## src/rtl/rv_pipe_buffer.sv

```systemverilog
// rv_pipe_buffer: small ready/valid FIFO placed between two pipeline stages.
// Entries are registered; a pushed payload is visible downstream one cycle later,
// and ready/valid never depend combinationally on the opposite side of the buffer.
module rv_pipe_buffer #(
   parameter int unsigned DATA_W = 64,
   parameter int unsigned DEPTH = 2,
   parameter logic [DATA_W-1:0] FLUSH_FILL =
      DATA_W'({8{32'hAAAAAAAA}} & ((256'd1 << ((DATA_W / 32) * 32)) - 256'd1)),
   parameter int unsigned CNT_W = $clog2(DEPTH + 1)
) (
   input  logic              clk_i,
   input  logic              rst_ni,
   input  logic              flush_i,
   input  logic              up_valid_i,
   input  logic [DATA_W-1:0] up_data_i,
   output logic              up_ready_o,
   output logic              dn_valid_o,
   output logic [DATA_W-1:0] dn_data_o,
   input  logic              dn_ready_i,
   output logic [CNT_W-1:0]  count_o
);

   // Pointer width is at least one bit so DEPTH = 1 still has a legal index.
   localparam int unsigned PTR_W = (DEPTH > 1) ? $clog2(DEPTH) : 1;
   localparam logic [PTR_W-1:0] LAST_PTR = PTR_W'(DEPTH - 1);
   localparam logic [CNT_W-1:0] FULL_CNT = CNT_W'(DEPTH);

   logic [DATA_W-1:0] mem [DEPTH];
   logic [PTR_W-1:0]  rd_ptr;
   logic [PTR_W-1:0]  wr_ptr;
   logic [CNT_W-1:0]  count;
   logic              push;
   logic              pop;

   // Pointers wrap explicitly at DEPTH-1 so non-power-of-two depths work.
   function automatic logic [PTR_W-1:0] next_ptr(input logic [PTR_W-1:0] ptr);
      return (ptr == LAST_PTR) ? '0 : ptr + 1'b1;
   endfunction

   // Handshake terms come only from registered occupancy and flush, so a full
   // buffer refuses the push even when the head is being popped the same cycle.
   assign up_ready_o = (count < FULL_CNT) && !flush_i;
   assign dn_valid_o = (count != '0);
   assign dn_data_o  = mem[rd_ptr];
   assign count_o    = count;
   assign push       = up_valid_i && up_ready_o;
   assign pop        = dn_valid_o && dn_ready_i && !flush_i;

   // Pointer and occupancy tracking; flush wins over any push or pop.
   always_ff @(posedge clk_i or negedge rst_ni) begin
      if (!rst_ni) begin
         rd_ptr <= '0;
         wr_ptr <= '0;
         count  <= '0;
      end else if (flush_i) begin
         rd_ptr <= '0;
         wr_ptr <= '0;
         count  <= '0;
      end else begin
         if (push) begin
            wr_ptr <= next_ptr(wr_ptr);
         end
         if (pop) begin
            rd_ptr <= next_ptr(rd_ptr);
         end
         if (push && !pop) begin
            count <= count + 1'b1;
         end else if (pop && !push) begin
            count <= count - 1'b1;
         end
      end
   end

   // Entry storage; flush overwrites every slot so the empty head shows a known pattern.
   always_ff @(posedge clk_i or negedge rst_ni) begin
      if (!rst_ni) begin
         for (int i = 0; i < int'(DEPTH); i++) begin
            mem[i] <= '0;
         end
      end else if (flush_i) begin
         for (int i = 0; i < int'(DEPTH); i++) begin
            mem[i] <= FLUSH_FILL;
         end
      end else if (push) begin
         mem[wr_ptr] <= up_data_i;
      end
   end

endmodule

```

## config.mk

```make
export PLATFORM = sky130hd
export DESIGN_NAME = rv_pipe_buffer
export DESIGN_NICKNAME = d
export VERILOG_FILES = /design/src/rtl/rv_pipe_buffer.sv
export SDC_FILE = /design/constraint.sdc
export NUM_CORES = 1
export LEC_CHECK = 0
export CAP_MARGIN = 20
export CORE_MARGIN = 3
export CORE_UTILIZATION = 57
export CTS_CLUSTER_SIZE = 40
export DETAILED_ROUTE_END_ITERATION = 7
export DONT_BUFFER_PORTS = 1
export PLACE_DENSITY = 0.73
export SETUP_SLACK_MARGIN = 0.15
export SYNTH_ARGS = -nofsm -noshare
export SYNTH_HDL_FRONTEND = slang
export SYNTH_SLANG_ARGS = --single-unit
```

## constraint.sdc

```tcl
create_clock -name clk_i -period 1.39 [get_ports clk_i]
set_clock_uncertainty 0.15 [all_clocks]
set_input_delay 0.278 -clock clk_i [delete_from_list [all_inputs] [get_ports clk_i]]
set_output_delay 0.278 -clock clk_i [all_outputs]
set_load 0.02 [all_outputs]
```

==> qor.tcl, run 1 <==
set qor(clockBufferDepth) 2
set qor(i_o_pin_count) 137
set qor(stage_where_the_flow_stopped) {5_1_grt}
set qor(clock-root-buffer) {sky130_fd_sc_hd__clkbuf_8}
set qor(syn-num-nets) 719
set qor(die-height_um) 110
set qor(synth_area_leaders) {sky130_fd_sc_hd__dfrtp_1 53%, sky130_fd_sc_hd__nand2_1 16%, sky130_fd_sc_hd__mux2_2 12%}
set qor(synth_area_sq_um) 6200
set qor(post-place-ws_ps) -179
set qor(timing.repair.worst_endpoint_type) {primary output}
set qor(syn_inst) 650
set qor(synth_edf_count) 0
set qor(std_cell_rows) 37
set qor(synth_top_cells_by_count) {257 x sky130_fd_sc_hd__nand2_1, 132 x sky130_fd_sc_hd__dfrtp_1, 67 x sky130_fd_sc_hd__a21oi_1, 65 x sky130_fd_sc_hd__nand3b_1, 64 x sky130_fd_sc_hd__mux2_2}
set qor(clock_sinks) 132
set qor(synth_top_cell_by_area) {sky130_fd_sc_hd__dfrtp_1}
set qor(gpl.final_weighted_congestion) 0.796
set qor(timing.grt.repair.worst_endpoint) {dn_data_o[46]}
set qor(firstError) {[ERROR DPL-0033] detailed placement checks failed during check placement.}
set qor(cts.htree.levels) 4
set qor(seq_area_frac_synth_pct) 53.3
set qor(cell_with_the_most_instances_after_synthesis) {sky130_fd_sc_hd__nand2_1}
set qor(count_of_buffers_inserted_at_the_top_level_ports) 0
set qor(cts_buf_count) 17
set qor(grt_start_max_net_pins) 134
set qor(die_w_um) 110
set qor(most_used_flip_flop_cell_after_synthesis) {sky130_fd_sc_hd__dfrtp_1}
set qor(synth.lib_cells_used.distinct) 20
set qor(outcome) {did not finish}
set qor(async_flop_share_pct) 100
set qor(yosys_warnings) 0
set qor(number_of_antenna_violations_at_the_first_check_in_global_routing) 2
set qor(initial_standard_cell_utilization_of_the_core_pct) 59.2
set qor(dp.final_hpwl_mm) 9.26
set qor(yosys.area.top_type_share_pct) 53.3
set qor(syn-mean-instance-area_sq_um) 9.53
set qor(ys_seq_elements) 132
## per-stage QoR
stage               cells  area (sq um)  util [%]  hold WS [ps]  setup TNS, ps
floorplan             650          6500         -          -168         -13660
global placement      766          6640      63.4          -164         -23870
detailed placement    766          6640      63.4          -165         -25600
CTS                   873          9450      90.3          -714         -89000
## logic make-up after synthesis
logic type	synth area share [%]
AO/OA/AOI/OAI	5.80
XOR/XNOR	0.141
buffers and inverters	4.50
flip-flops	53.3
multiplexers	11.8
AND/OR/NAND/NOR	24.4
## repair_timing
item	4_1_cts
hold buffers	16
cloned	26
setup endpoints to repair	199
pin swaps	183
hold endpoints to repair	264
setup buffers	33
gates resized for setup	326
==> run 2, diff against run 1 <==
Settings changed: CORE_UTILIZATION 57 to 40, CTS_CLUSTER_SIZE 40 to default, PLACE_DENSITY 0.73 to default, PLACE_DENSITY_LB_ADDON from default to 0.15, SETUP_SLACK_MARGIN 0.15 to default.
Clock period 1.39 ns to 1.8 ns, I/O delays scaled along.
==> run 2 against run 1 <==
The flow now finishes, with violations (hold timing, setup timing); synthesized cell count is the same; area after synthesis is the same.
==> qor.tcl, run 2 <==
set qor(outcome) {finished, violations left}
set qor(failed_checks) {hold timing, setup timing}
set qor(critical-path-slowest-cell) {sky130_fd_sc_hd__dfrtp_2}
set qor(grt_use_total_pct) 18.8
set qor(areaGrowthSynthToFinish_pct) 22.7
set qor(clock-root-buffer) {sky130_fd_sc_hd__clkbuf_16}
set qor(setup_slack_of_the_critical_path_after_layout_ps) -217
set qor(async_flop_share_pct) 100
set qor(synth_edf_count) 0
set qor(timing.final.max_slew_violations) 0
set qor(fp.dieArea_sq_um) 17000
set qor(cts.htree.levels) 4
set qor(worst-slew-pin-transition_ps) 383
set qor(timing.critical_path.cells) {buf_4 > buf_16 > mux2_4}
set qor(rsz0062_at_grt) {true}
set qor(final_layout_size_suffix_gt1_share_pct) 18.2
set qor(initial_standard_cell_utilization_of_the_core_pct) 41.7
set qor(timing_hold_violations_final) 246
set qor(min-delay-path-class) {in -> async}
set qor(clk-insertion-delay-late_ps) 410
set qor(top_register) {mem}
set qor(critPathRequiredTime_ps) 1290
set qor(maximum_ir_drop_on_the_vdd_rail_mv) 0.622
set qor(diodes) 0
set qor(max_slew_margin_pct) 74.3
set qor(syn-mean-instance-area_sq_um) 9.53
set qor(vias) 4633
set qor(ys_seq_elements) 132
set qor(setup_violations) 64
set qor(timing_worst_setup_path_type) {reg -> out}
set qor(drt-wirelength-per-cell_um) 18.6
set qor(nFillCells) 1319
set qor(synth_area_leaders) {sky130_fd_sc_hd__dfrtp_1 53%, sky130_fd_sc_hd__nand2_1 16%, sky130_fd_sc_hd__mux2_2 12%}
set qor(synth_top_cell_by_area) {sky130_fd_sc_hd__dfrtp_1}
set qor(synth_top_cells_by_count) {257 x sky130_fd_sc_hd__nand2_1, 132 x sky130_fd_sc_hd__dfrtp_1, 67 x sky130_fd_sc_hd__a21oi_1, 65 x sky130_fd_sc_hd__nand3b_1, 64 x sky130_fd_sc_hd__mux2_2}
set qor(post-place-ws_ps) 179
set qor(via_per_inst) 5.39
set qor(critical_path_buf_inv_count) 2
set qor(core_area_sq_um) 14900
set qor(internal_power_mw) 5.81
set qor(powerDensity_nw_per_um2) 1030
set qor(first_pass_iters) 4
set qor(power.share.sequential_pct) 41.9
set qor(fmax_mhz) 496
set qor(syn-num-nets) 719
set qor(worst_setup_hold_path_clk_slew_ps) 50
set qor(number_of_antenna_violations_at_the_first_check_in_global_routing) 0
set qor(dp.final_hpwl_mm) 9.07
set qor(p_total_mw) 7.82
set qor(switching_share_of_total_power_pct) 25.7
set qor(drt.antenna.violating_nets) 0
set qor(clock_sinks) 132
set qor(power.clock.fraction_pct) 42.3
set qor(most_used_flip_flop_cell_after_synthesis) {sky130_fd_sc_hd__dfrtp_1}
set qor(placedInstanceArea_sq_um) 6350
set qor(syn_inst) 650
set qor(std_cell_rows) 44
set qor(timing.critical_path.from_type) {flop}
set qor(critical-path-top-delay-family) {flip-flops}
set qor(synth.lib_cells_used.distinct) 20
set qor(cell_with_the_most_instances_after_synthesis) {sky130_fd_sc_hd__nand2_1}
set qor(clockBufferDepth) 2
set qor(min_period_over_period_pct) 112
set qor(overall_routed_net_length_mm) 16.0
set qor(drt_first_iter_violations) 301
set qor(gpl.final_weighted_congestion) 0.759
set qor(count_of_buffers_inserted_at_the_top_level_ports) 0
set qor(power.static_leakage_nw) 3.30
set qor(min_period_ps) 2020
set qor(die_w_um) 130
set qor(final_cell_mix) {257 x sky130_fd_sc_hd__nand2_1, 130 x sky130_fd_sc_hd__dfrtp_1, 66 x sky130_fd_sc_hd__a21oi_1}
set qor(slowest_delay_ps) 430
set qor(whs_ps) -501
set qor(p_sw_mw) 2.01
set qor(cp_max_fo) 12
set qor(largest_register_ffs) 128
set qor(cts_tree) {yes}
set qor(crit_path_dat_ps) 1510
set qor(residual_overflow_from_global_routing) 0
set qor(area_occupied_by_multi_input_gates_sq_um) 2880
set qor(critical_path.endpoint_type) {output pin}
set qor(placedCellCount) 795
set qor(yosys_warnings) 0
set qor(first_global_vias) 4744
set qor(cts_buf_count) 17
set qor(seq_area_frac_synth_pct) 53.3
set qor(final_nets) 731
set qor(final_cells) 859
set qor(layout.area.seq_sq_um) 3310
set qor(die-height_um) 130
set qor(post-route-drc-count) 0
set qor(max_cap_viol_count) 0
set qor(grt_pass1_wl_mm) 25.0
set qor(layout.cells.most_common) {sky130_fd_sc_hd__nand2_1}
set qor(grt_start_max_net_pins) 134
set qor(i_o_pin_count) 137
set qor(layout.core_utilization_pct) 51.1
set qor(finalInstanceArea_sq_um) 7600
set qor(power.share.combinational_pct) 15.8
set qor(yosys.area.top_type_share_pct) 53.3
set qor(final.setup.tns_ps) -12940
set qor(synth_area_sq_um) 6200
## run 2: cell counts after synthesis
Identical to the previous run, type by type.
## run 2: kinds of logic (layout without fill, tap and decap cells)
logic type                Yosys count  after routing  share of synthesized area, %
buffers and inverters              50             75                          4.50
and+or+nand+nor                   332            332                          24.4
AOI/OAI and AO/OA                  70             70                          5.80
DFF                               132            132                          53.3
xor gates and xnor gates            1              1                         0.141
muxes                              65             65                          11.8
## run 2: path summary, 6_finish.rpt
path	from	to	slack [ps]	depth (start not counted)
max in group asynchronous	rst_ni	mem[122]$_DFFE_PN0P_	1770	0
hold / removal	rst_ni	mem[21]$_DFFE_PN0P_	-500	0
setup / recovery	rd_ptr$_DFFE_PN0P_	dn_data_o[14]	-220	3
setup reg to reg	count_o[1]$_DFFE_PN0P_	count_o[1]$_DFFE_PN0P_	70	5
min in group clk_i	flush_i	mem[61]$_DFFE_PN0P_	-80	1
hold reg to reg	mem[89]$_DFFE_PN0P_	mem[89]$_DFFE_PN0P_	340	2
## run 2: power by group through the flow
stage | Combinational [mW] | Clock [mW] | Sequential, mW
global placement | 0.953 | 0 | 3.32
detailed placement | 0.981 | 0 | 3.32
global route | 1.34 | 3.51 | 3.30
floorplan | 0.848 | 0 | 3.27
finish | 1.24 | 3.31 | 3.28
CTS | 1.19 | 3.38 | 3.27
## run 2: final cells by class
type | count | share of cell area [%]
clock inverter | 7 | 0.938
multi-input combinational | 468 | 37.8
tap | 184 | 3.03
sequential | 132 | 43.5
clock buffer | 25 | 6.65
timing repair buffer | 43 | 8.08
## run 2: what timing repair did
action,in CTS,in global routing
hold buffers,12,11
buffers inserted,3,1
hold endpoints to repair,264,263
resized for setup,66,13
endpoints found under the setup margin,66,66
pin swaps,0,1
gates cloned,4,1
## run 2: metal layers
metal	share of wire (%)	GRT usage [%]	routed length [um]
met5	0	0	0
met4	1.2	5.81	194
met3	8.7	6.83	1390
met2	49	31.1	7890
met1	41	23.2	6530
(Power assumes the default switching activity.)
==> run 3, diff against run 2 <==
--- a/constraint.sdc
+++ b/constraint.sdc
@@ -3,3 +3,3 @@
 set_input_delay 0.36 -clock clk_i [delete_from_list [all_inputs] [get_ports clk_i]]
 set_output_delay 0.36 -clock clk_i [all_outputs]
-set_load 0.02 [all_outputs]
+set_load 0.05 [all_outputs]
==> run 3 against run 2 <==
The flow still finishes with violations (hold timing, setup timing); sequential power barely moved; worst setup slack got worse by 31 ps; via count fell by 0.71%; clock-buffer cell count fell by 3; non-clock buffer count rose by 3; critical path type unchanged; largest power group unchanged.
==> qor.tcl, run 3 (same netlist as run 2, synthesis figures left out) <==
set qor(cts.htree.levels) 4
set qor(post-route-drc-count) 0
set qor(final_layout_size_suffix_gt1_share_pct) 18.3
set qor(post-place-ws_ps) 119
set qor(switching_share_of_total_power_pct) 27.9
set qor(std_cell_rows) 44
set qor(rsz0062_at_grt) {true}
set qor(power.static_leakage_nw) 3.30
set qor(timing_worst_setup_path_type) {reg -> out}
set qor(timing.critical_path.from_type) {flop}
set qor(max_cap_viol_count) 0
set qor(maximum_ir_drop_on_the_vdd_rail_mv) 0.582
set qor(gpl.final_weighted_congestion) 0.773
set qor(cp_max_fo) 18
set qor(i_o_pin_count) 137
set qor(crit_path_dat_ps) 1540
set qor(setup_violations) 64
set qor(nFillCells) 1336
set qor(residual_overflow_from_global_routing) 0
set qor(cts_tree) {yes}
set qor(die-height_um) 130
set qor(internal_power_mw) 5.98
set qor(power.share.combinational_pct) 18.6
set qor(max_slew_margin_pct) 71.2
set qor(timing.critical_path.cells) {buf_4 > buf_12 > mux2_4}
set qor(final_nets) 734
set qor(final_cells) 861
set qor(via_per_inst) 5.34
set qor(setup_slack_of_the_critical_path_after_layout_ps) -248
set qor(grt_pass1_wl_mm) 24.3
set qor(layout.area.seq_sq_um) 3300
set qor(outcome) {finished, violations left}
set qor(critPathRequiredTime_ps) 1290
set qor(grt_use_total_pct) 18.4
set qor(min-delay-path-class) {in -> async}
set qor(worst_setup_hold_path_clk_slew_ps) 60
set qor(drt_first_iter_violations) 224
set qor(powerDensity_nw_per_um2) 1100
set qor(drt-wirelength-per-cell_um) 18.2
set qor(critical_path.endpoint_type) {output pin}
set qor(placedCellCount) 798
set qor(clock-root-buffer) {sky130_fd_sc_hd__clkbuf_16}
set qor(fp.dieArea_sq_um) 17000
set qor(worst-slew-pin-transition_ps) 432
set qor(cts_buf_count) 17
set qor(clockBufferDepth) 2
set qor(grt_start_max_net_pins) 134
set qor(number_of_antenna_violations_at_the_first_check_in_global_routing) 0
set qor(first_pass_iters) 4
set qor(fmax_mhz) 488
set qor(critical-path-slowest-cell) {sky130_fd_sc_hd__dfrtp_2}
set qor(diodes) 0
set qor(clock_sinks) 132
set qor(timing.final.max_slew_violations) 0
set qor(largest_register_ffs) 128
set qor(die_w_um) 130
set qor(whs_ps) -502
set qor(core_area_sq_um) 14900
set qor(failed_checks) {hold timing, setup timing}
set qor(final_cell_mix) {257 x sky130_fd_sc_hd__nand2_1, 131 x sky130_fd_sc_hd__dfrtp_1, 67 x sky130_fd_sc_hd__a21oi_1}
set qor(p_sw_mw) 2.32
set qor(initial_standard_cell_utilization_of_the_core_pct) 41.7
set qor(first_global_vias) 4662
set qor(dp.final_hpwl_mm) 8.96
set qor(layout.cells.most_common) {sky130_fd_sc_hd__nand2_1}
set qor(power.clock.fraction_pct) 42.1
set qor(count_of_buffers_inserted_at_the_top_level_ports) 0
set qor(overall_routed_net_length_mm) 15.6
set qor(power.share.sequential_pct) 39.3
set qor(drt.antenna.violating_nets) 0
set qor(top_register) {mem}
set qor(areaGrowthSynthToFinish_pct) 22.0
set qor(clk-insertion-delay-late_ps) 410
set qor(area_occupied_by_multi_input_gates_sq_um) 2870
set qor(timing_hold_violations_final) 263
set qor(vias) 4600
set qor(slowest_delay_ps) 400
set qor(min_period_ps) 2050
set qor(p_total_mw) 8.30
set qor(min_period_over_period_pct) 114
==> run 3: worst paths after layout <==
path | start | to | slack (ps) | cells past startpoint
worst max-delay path | rd_ptr$_DFFE_PN0P_ | dn_data_o[33] | -250 | 3
worst min register to register | mem[27]$_DFFE_PN0P_ | mem[27]$_DFFE_PN0P_ | 350 | 2
min in group clk_i | flush_i | mem[24]$_DFFE_PN0P_ | -100 | 1
max in group asynchronous | rst_ni | mem[53]$_DFFE_PN0P_ | 1790 | 0
worst max register to register | count_o[0]$_DFFE_PN0P_ | count_o[1]$_DFFE_PN0P_ | 80 | 5
worst min-delay path | rst_ni | mem[87]$_DFFE_PN0P_ | -500 | 0
==> run 3: through the flow <==
step | TNS [ps] | utilization, % | hold slack, ps | instance area, sq um
floorplan | 0 | - | -85.6 | 6200
global route | -17880 | 50.9 | -530 | 7560
detailed placement | 0 | 42.7 | -80.9 | 6350
finish | -14810 | 50.9 | -502 | 7560
CTS | -16220 | 49.4 | -526 | 7340
global placement | 0 | 42.7 | -81.5 | 6350
==> run 3: metal layers <==
metal / part of all wire [%] / track usage [%] / routed length, um
met2: 47 / 28.8 / 7420
met3: 7.7 / 6.63 / 1210
met5: 0 / 0 / 0
met4: 1.6 / 7.08 / 255
met1: 43 / 23.4 / 6750
==> run 3: cell type report <==
| cell class | instances | area share [%] |
|---|---|---|
| tap | 184 | 3.04 |
| clock buffer | 22 | 6.27 |
| timing repair buffer | 46 | 7.40 |
| clock inverter | 9 | 1.69 |
| sequential | 132 | 43.7 |
| multi-input combinational | 468 | 37.9 |
==> run 3: critical path: cells and delay by family (launching register included) <==
family	cells	cell delay, ps
multiplexers	1	400
flip-flops	1	400
buffers and inverters	2	310
==> run 3: repair_timing <==
action / in CTS / in global routing
gates resized for setup: 65 / 6
endpoints found under the setup margin: 65 / 67
gates cloned: 0 / 5
hold buffers: 15 / 7
pin swaps: 0 / 1
buffers inserted: 0 / 5
hold endpoints to repair: 264 / 263
==> run 3: power by group through the flow <==
stage                     Clock (mW)  Sequential (mW)  Combinational [mW]
after detailed placement           0             3.31                1.32
after global routing            3.71             3.28                1.65
after global placement             0             3.31                1.30
after CTS                       3.59             3.26                1.47
after floorplan                    0             3.28                1.17
final                           3.49             3.26                1.55
==> run 4, diff against run 3 <==
Settings changed: DONT_BUFFER_PORTS 1 to default.
==> run 4 against run 3 <==
Sequential cell count is the same; routed wire length grew 10%; clock power grew 8.6%; non-clock buffer count grew 132; the run ends with setup timing left; clock-buffer cell count grew 1; via count grew 11%; worst setup slack lost 93 ps; sequential share of layout area shrank 7.3 points; register-to-register slack gained 50 ps; critical path depth grew 1; die area is the same; fmax shrank 4.3%.
==> qor.tcl, run 4 (same netlist as run 2, synthesis figures left out) <==
set qor(outcome) {finished, violations left}
set qor(failed_checks) {setup timing}
set qor(areaGrowthSynthToFinish_pct) 46.3
set qor(timing_hold_violations_final) 0
set qor(critical-path-top-delay-family) {buffers and inverters}
set qor(clockBufferDepth) 2
set qor(via_per_inst) 5.14
set qor(critPathRequiredTime_ps) 1290
set qor(gpl.final_weighted_congestion) 0.790
set qor(slowest_delay_ps) 390
set qor(global_routing_met1_resource_utilization_pct) 27.5
set qor(core_area_sq_um) 14900
set qor(drt-wirelength-per-cell_um) 17.4
set qor(grt_use_met2_pct) 32.2
set qor(min_period_over_period_pct) 119
set qor(max_cap_viol_count) 0
set qor(min-delay-path-class) {in -> async}
set qor(top_register) {mem}
set qor(i_o_pin_count) 137
set qor(worst-slew-pin-transition_ps) 365
set qor(timing.critical_path.cells) {buf_12 > clkbuf_16 > mux2_2 > buf_6}
set qor(setup_slack_of_the_critical_path_after_layout_ps) -341
set qor(top_usage_layer) {met2}
set qor(setup_violations) 64
set qor(min_period_ps) 2140
set qor(die_w_um) 130
set qor(cts.htree.levels) 4
set qor(grt_start_max_net_pins) 67
set qor(maximum_ir_drop_on_the_vdd_rail_mv) 0.610
set qor(initial_standard_cell_utilization_of_the_core_pct) 41.7
set qor(final_nets) 866
set qor(layout.cells.most_common) {sky130_fd_sc_hd__nand2_1}
set qor(cts_tree) {yes}
set qor(final_layout_size_suffix_gt1_share_pct) 25.9
set qor(die-height_um) 130
set qor(critical_path.endpoint_type) {output pin}
set qor(clk-insertion-delay-late_ps) 420
set qor(clock_sinks) 132
set qor(worst_r2r_startpoint) {wr_ptr$_DFFE_PN0P_}
set qor(placedCellCount) 952
set qor(final_cell_mix) {257 x sky130_fd_sc_hd__nand2_1, 131 x sky130_fd_sc_hd__dfrtp_1, 67 x sky130_fd_sc_hd__a21oi_1}
set qor(number_of_antenna_violations_at_the_first_check_in_global_routing) 0
set qor(cp_max_fo) 6
set qor(first_pass_iters) 4
set qor(drt_first_iter_violations) 321
set qor(max_slew_margin_pct) 75.6
set qor(post-place-ws_ps) -254
set qor(crit_path_dat_ps) 1630
set qor(rsz0062_at_grt) {true}
set qor(timing.critical_path.from_type) {flop}
set qor(critical_path_buf_inv_count) 3
set qor(grt_util_met3_pct) 3.94
set qor(count_of_buffers_inserted_at_the_top_level_ports) 136
set qor(nFillCells) 1212
set qor(grt_pass1_wl_mm) 26.6
set qor(final_cells) 994
set qor(fmax_mhz) 467
set qor(r2r_end) {mem[97]$_DFFE_PN0P_}
set qor(powerDensity_nw_per_um2) 1020
set qor(std_cell_rows) 44
set qor(critical-path-slowest-cell) {sky130_fd_sc_hd__dfrtp_2}
set qor(p_total_mw) 9.23
set qor(diodes) 0
set qor(timing.final.max_slew_violations) 0
set qor(cts_buf_count) 17
set qor(first_global_vias) 5230
set qor(power.static_leakage_nw) 3.98
set qor(grt_use_total_pct) 20.2
set qor(largest_register_ffs) 128
set qor(clock-root-buffer) {sky130_fd_sc_hd__clkbuf_16}
set qor(dp.final_hpwl_mm) 10.6
set qor(reg2regPathDepth) 4
set qor(post-route-drc-count) 0
set qor(overall_routed_net_length_mm) 17.3
set qor(fp.dieArea_sq_um) 17000
set qor(worst_setup_hold_path_clk_slew_ps) 60
set qor(timing.reg2reg.setup_slack_ps) 130
set qor(residual_overflow_from_global_routing) 0
set qor(drt.antenna.violating_nets) 0
set qor(vias) 5106
set qor(timing_worst_setup_path_type) {reg -> out}
[run 4: cell count changes in the layout (fill, tap and decap cells not counted), moves of 7 or more]
cell / change
sky130_fd_sc_hd__clkdlybuf4s50_1: +66
sky130_fd_sc_hd__buf_6: +40
sky130_fd_sc_hd__mux2_2: +30
sky130_fd_sc_hd__mux2_4: -30
sky130_fd_sc_hd__buf_8: +24
sky130_fd_sc_hd__dlygate4sd3_1: -21
sky130_fd_sc_hd__buf_4: +13
sky130_fd_sc_hd__buf_12: +7
[run 4: per-stage QoR]
step	hold WS (ps)	cell area (sq um)	TNS, ps	utilization (%)
3_5_place_dp	35.8	7770	-16740	52.3
4_1_cts	134	8730	-21160	58.7
5_1_grt	142	9070	-23400	61.0
2_1_floorplan	-85.6	6200	0	-
6_report	147	9070	-20610	61.0
3_3_place_gp	33.5	7770	-14090	52.3
[run 4: power by group]
| group | switching (mW) | internal [mW] | total (mW) | leakage, nW |
|---|---|---|---|---|
| logic | 1.22 | 0.978 | 2.20 | 2.13 |
| registers | 0.0993 | 3.15 | 3.25 | 1.54 |
| clock network | 1.26 | 2.53 | 3.79 | 0.307 |
| total | 2.58 | 6.66 | 9.23 | 3.98 |
[run 4: worst reg2reg max path: stages (launching register included)]
cell and delay (ps):
sky130_fd_sc_hd__dfrtp_1 420, sky130_fd_sc_hd__or3b_2 540, sky130_fd_sc_hd__buf_12 200, sky130_fd_sc_hd__nand2_1 150, sky130_fd_sc_hd__nand3b_1 90
[run 4: timing repair]
item,in CTS,in global routing
endpoints found under the hold margin,132,0
gates resized for setup,67,63
cloned,1,5
hold buffers,1,0
setup endpoints to repair,65,66
setup buffers,4,0
[run 4: area by class of cell]
cell class	instances	area (sq um)	share of cell area, %
timing repair buffer	178	2140	23.6
tap	184	230	2.54
multi-input combinational	468	2750	30.4
sequential	132	3300	36.4
clock buffer	23	468	5.16
clock inverter	9	175	1.93
[run 4: per-layer routing]
layer	wire [um]	share of wire, %
met5	0	0
met4	338	2.0
met3	841	4.9
met2	8340	48
met1	7730	45
[run 4: worst max path at each step]
stage	startpoint	to	slack, ps	cells past startpoint
after floorplan	count_o[1]$_DFFE_PN0P_	mem[11]$_DFFE_PN0P_	40	6
after global placement	up_valid_i	mem[81]$_DFFE_PN0P_	-220	5
after detailed placement	up_valid_i	mem[81]$_DFFE_PN0P_	-250	5
after CTS	rd_ptr$_DFFE_PN0P_	dn_data_o[62]	-360	4
after global routing	rd_ptr$_DFFE_PN0P_	dn_data_o[47]	-380	4
final	rd_ptr$_DFFE_PN0P_	dn_data_o[53]	-340	4
